<file path="src/rtl/piso_stream.sv">
// Parallel-in / serial-out stream adapter: pops one wide word from a FWFT FIFO
// and presents it as N narrower slices under a valid/ready handshake.
module piso_stream #(
  parameter int INPUT_SIZE  = 256,
  parameter int OUTPUT_SIZE = 64,
  parameter int MSB_FIRST   = 1,
  localparam int N          = INPUT_SIZE / OUTPUT_SIZE,
  localparam int IDX_W      = (N > 2) ? $clog2(N) : 1
) (
  input  logic                   clk,
  input  logic                   rst,
  input  logic                   ce,
  input  logic [INPUT_SIZE-1:0]  i_parallel,
  input  logic                   fifo_empty,
  output logic                   fifo_re,
  output logic [OUTPUT_SIZE-1:0] o_serial,
  output logic                   valid,
  input  logic                   o_ready,
  output logic                   o_last,
  output logic [IDX_W-1:0]       o_idx
);

  if ((INPUT_SIZE % OUTPUT_SIZE) != 0 || N < 2) begin : g_bad_cfg
    $error("piso_stream: INPUT_SIZE must be an integer multiple (>=2) of OUTPUT_SIZE");
  end

  // Handshake: a slice transfers on a ce-enabled cycle where valid and o_ready
  // are both high; valid never drops until that transfer happens.
  typedef enum logic {
    IDLE  = 1'b0,
    SHIFT = 1'b1
  } state_t;

  state_t                 state_q, state_d;
  logic [INPUT_SIZE-1:0]  word_q, word_d;
  logic [OUTPUT_SIZE-1:0] serial_q, serial_d;
  logic [IDX_W-1:0]       idx_q, idx_d;
  logic                   last_q, last_d;
  logic                   accept;
  logic                   load;

  // Slice k in emission order; MSB_FIRST reverses the position within the word.
  function automatic logic [OUTPUT_SIZE-1:0] slice_of(input logic [INPUT_SIZE-1:0] w,
                                                      input logic [IDX_W-1:0]      k);
    int pos;
    pos = (MSB_FIRST != 0) ? (N - 1 - int'(k)) : int'(k);
    return OUTPUT_SIZE'(w >> (pos * OUTPUT_SIZE));
  endfunction

  assign valid   = (state_q == SHIFT);
  assign accept  = ce & valid & o_ready;
  assign load    = ce & ~fifo_empty & ((state_q == IDLE) | (accept & last_q));
  assign fifo_re = load & ~rst;

  always_comb begin
    state_d  = state_q;
    word_d   = word_q;
    serial_d = serial_q;
    idx_d    = idx_q;
    last_d   = last_q;
    if (load) begin
      state_d  = SHIFT;
      word_d   = i_parallel;
      idx_d    = '0;
      serial_d = slice_of(i_parallel, IDX_W'(0));
      last_d   = 1'b0;
    end else if (accept) begin
      if (last_q) begin
        // Drained with nothing queued: o_serial deliberately keeps its last slice.
        state_d = IDLE;
        idx_d   = '0;
        last_d  = 1'b0;
      end else begin
        idx_d    = idx_q + IDX_W'(1);
        serial_d = slice_of(word_q, idx_q + IDX_W'(1));
        last_d   = ((idx_q + IDX_W'(1)) == IDX_W'(N - 1));
      end
    end
  end

  always_ff @(posedge clk) begin
    if (rst) begin
      state_q  <= IDLE;
      word_q   <= '0;
      serial_q <= '0;
      idx_q    <= '0;
      last_q   <= 1'b0;
    end else if (ce) begin
      state_q  <= state_d;
      word_q   <= word_d;
      serial_q <= serial_d;
      idx_q    <= idx_d;
      last_q   <= last_d;
    end
  end

  assign o_serial = serial_q;
  assign o_last   = last_q;
  assign o_idx    = idx_q;

endmodule
</file>
<file path="config.mk">
export PLATFORM = sky130hd
export DESIGN_NAME = piso_stream
export DESIGN_NICKNAME = d
export VERILOG_FILES = /design/src/rtl/piso_stream.sv
export SDC_FILE = /design/constraint.sdc
export NUM_CORES = 1
export LEC_CHECK = 0
export ABC_AREA = 1
export BUFFER_PORTS_ARGS = -buffer_cell sky130_fd_sc_hd__buf_2
export CAP_MARGIN = 15
export CORE_MARGIN = 1.5
export CORE_UTILIZATION = 58
export DETAILED_ROUTE_END_ITERATION = 7
export GPL_TIMING_DRIVEN = 0
export PLACE_DENSITY = 0.92
export SYNTH_ARGS = -nofsm -noshare
export SYNTH_HDL_FRONTEND = slang
export SYNTH_SLANG_ARGS = --single-unit
</file>
<file path="constraint.sdc">
create_clock -name clk -period 6 [get_ports clk]
set_input_delay 1.2 -clock clk [delete_from_list [all_inputs] [get_ports clk]]
set_output_delay 1.2 -clock clk [all_outputs]
set_load 0.05 [all_outputs]
</file>
==> flow_metrics.tcl <==
set metrics [dict create \
    stdcell_area_sq_um 17200 \
    numCtsBuffers 34 \
    coreArea_sq_um 23700 \
    slew_viol_final 0 \
    drt-initial-drc-count 1861 \
    io_pins 330 \
    clk_path_buf_depth 3 \
    synth_compound_area_share_pct 11.1 \
    start_util_pct 59.8 \
    whs_ns 0.464 \
    place_ws_ns 2.40 \
    place_area_sq_um 16200 \
    root_buffer "clkbuf_16" \
    row_count 56 \
    synth_top_family_by_area "simple AND/OR/NAND/NOR gates" \
    finalCriticalPeriod_ns 3.64 \
    cpPeakStageDelay_ns 0.31 \
    cts_resized 0 \
    ys_warn_count 0 \
    end_kind "primary output" \
    status "completed" \
    worst_slew_pin_slew_ns 0.780 \
    drt_wl_total_um 50200 \
    cts_tree "yes" \
    postCtsSetupBuffers 0 \
    grt.total_usage_pct 38.7 \
    path_common_cell "buf_2" \
    avgSynthCellArea_sq_um 6.90 \
    insertion_delay_ns 0.52 \
    ys_types 22 \
    overflow 0 \
    cts_hold_buffers 0 \
    fillers 1939 \
    crit_buf_inv 3 \
    synth_seq_cells 324 \
    drive_above_1_share_pct 19.9 \
    ys_seq_area_share_pct 45.8 \
    fmax_ghz 0.274 \
    syn_nets 2313 \
    drv_cap 0 \
    cts.htree.levels 2 \
    worstSetupPathType "in2out" \
    dieHeight_um 159 \
    gp_congestion 0.936 \
    clk_pin_slew_ns 0.06 \
    seq_area_sq_um 6490 \
    synthMuxAreaShare_pct 0 \
    vias 15355 \
    grt_max_degree 15 \
    viasPerCell 5.58 \
    setup_viol 0 \
    drc_errors 0 \
    synth_xor_area_share_pct 0 \
    cp_max_fo 10 \
    slew_headroom_pct 48.0 \
    antenna_found_initial 3 \
    grt_first_pass_wirelength_um 77000 \
    hp-class "reg2reg" \
    totalNegativeSetupSlack_ns 0 \
    syn_to_final_growth_pct 21.7 \
    vdd_drop_max_v 0.000203 \
    path_cells "buf_2, nand4_1, nand2_1, nand2_2, nor2_4, buf_2, buf_2" \
    nets 2677 \
    wl_per_cell_um 18.2 \
    die-width_um 159 \
    fin_skew_ns 0.0189 \
    cp.required_ns 4.80 \
    worst_slack_ns 2.36 \
    p_leak_uw 0.00831 \
    power_density_nw_per_um2 291 \
    synthSimpleGateAreaFrac_pct 28.6 \
    drtPass1Iterations 6 \
    worstPathArrival_ns 2.44 \
    cp-start-kind "input port" \
    synthAdderAreaFrac_pct 0.0884 \
    synthCells 2051 \
    cp_top_family "buffers and inverters" \
    grt_pass1_vias 14811 \
    die_area_sq_um 25400 \
    rsz0062_at_grt "no" \
    finalCritPeriodShare_pct 60.7 \
    hpwl_um 36500 \
    multi_input_area_sq_um 5640 \
    antenna_left 0 \
    cts_sinks 324 \
    slowest_stage "buf_2" \
    syn_area_sq_um 14200 \
    final_hold_viol_count 0 \
    port-buffer-count 328 \
    p_total_uw 5020 \
]
registers in the layout (all words and copies together) (netlist names):
register	flops
o_serial	64
o_idx	2
o_last	1
word_q	256
valid	1
final timing paths:
kind | startpoint | endpoint | slack [ns] | cells after the start
setup / recovery | ce | fifo_re | 2.36 | 7
hold / removal | word_q[139]$_SDFFE_PP0P_ | word_q[139]$_SDFFE_PP0P_ | 0.46 | 2
setup reg to reg | o_idx[0]$_SDFFE_PP0P_ | o_serial[39]$_SDFFE_PP0P_ | 2.88 | 13
hold reg to reg | word_q[139]$_SDFFE_PP0P_ | word_q[139]$_SDFFE_PP0P_ | 0.46 | 2
cell usage after synthesis:
| cell type | instances | area (sq um) |
|---|---|---|
| nand2_1 | 645 | 2420 |
| inv_1 | 323 | 1210 |
| buf_2 | 72 | 360 |
| clkbuf_1 | 27 | 101 |
| o21ai_1 | 66 | 330 |
| buf_1 | 13 | 48.8 |
| nand3_1 | 256 | 1280 |
| ha_1 | 1 | 12.5 |
| nor2_1 | 28 | 105 |
| nor2_4 | 2 | 22.5 |
| nand4_1 | 1 | 6.26 |
| o21ai_0 | 126 | 631 |
| nand3_2 | 1 | 10.0 |
| buf_6 | 20 | 225 |
| inv_2 | 2 | 7.51 |
| buf_4 | 10 | 75.1 |
| dfxtp_1 | 324 | 6490 |
| a22oi_1 | 1 | 7.51 |
| a21oi_1 | 41 | 205 |
| o22ai_1 | 64 | 400 |
| nand3b_1 | 26 | 195 |
| nand2_2 | 2 | 12.5 |
area by class of cell:
cell class	count	area share [%]
flip-flops and latches	324	37.6
multi-input cells	1260	32.7
repair buffers	328	9.52
inverters	325	7.08
clock buffers	46	5.80
plain buffers	142	4.70
well taps	319	2.32
clock inverters	6	0.189
diodes	2	0.0290
worst register-to-register path, stage by stage (launching register included):
cell     delay [ns]
dfxtp_1        0.37
inv_1          0.17
buf_2          0.30
buf_2          0.34
ha_1           0.29
inv_1          0.08
buf_2          0.26
buf_1          0.53
nand3_1        0.33
nand3_1        0.14
nand2_1        0.07
nand2_1        0.07
inv_1          0.04
nor2_1         0.07
routing by layer:
layer  track usage (%)  part of all wire, %  wire (um)  vias to the layer above
met5                 0                0.020         10                        -
met4              20.0                  5.0       2520                        2
met3              7.55                   12       5840                      192
met2              64.0                   46      23200                     1078
met1              48.1                   37      18600                     6950
li1                  -                    -          -                     7133
cell usage in the layout, fill, tap and decap left out:
cell,n
nand3b_1,26
nand3_2,1
clkinvlp_4,1
clkbuf_1,32
buf_4,10
nand2_2,2
o21ai_1,66
buf_2,400
inv_2,2
nand3_1,256
buf_6,20
clkbuf_16,37
a21oi_1,41
a22oi_1,1
buf_1,13
clkbuf_8,4
clkinv_2,5
nor2_1,28
ha_1,1
nand2_1,645
dfxtp_1,324
inv_1,323
o22ai_1,64
nor2_4,2
diode_2,2
o21ai_0,126
nand4_1,1
cells by family after synthesis:
| logic type | after synthesis |
|---|---|
| compound gates | 298 |
| simple gates | 961 |
| flops | 324 |
| fa+ha+maj | 1 |
| buf+inv | 467 |
metrics by stage:
stage,std cells,util (%)
floorplan,2051,-
global placement,2698,68.4
detailed placement,2698,68.4
CTS,2750,72.8
global route,2751,72.8
finish,2752,72.8
where the power goes:
part,internal [uW],total (uW),switching (uW)
registers,2270,2310,41.0
logic,226,703,477
clock network,1160,2010,854
No activity file was read; power rests on OpenSTA's default activity.
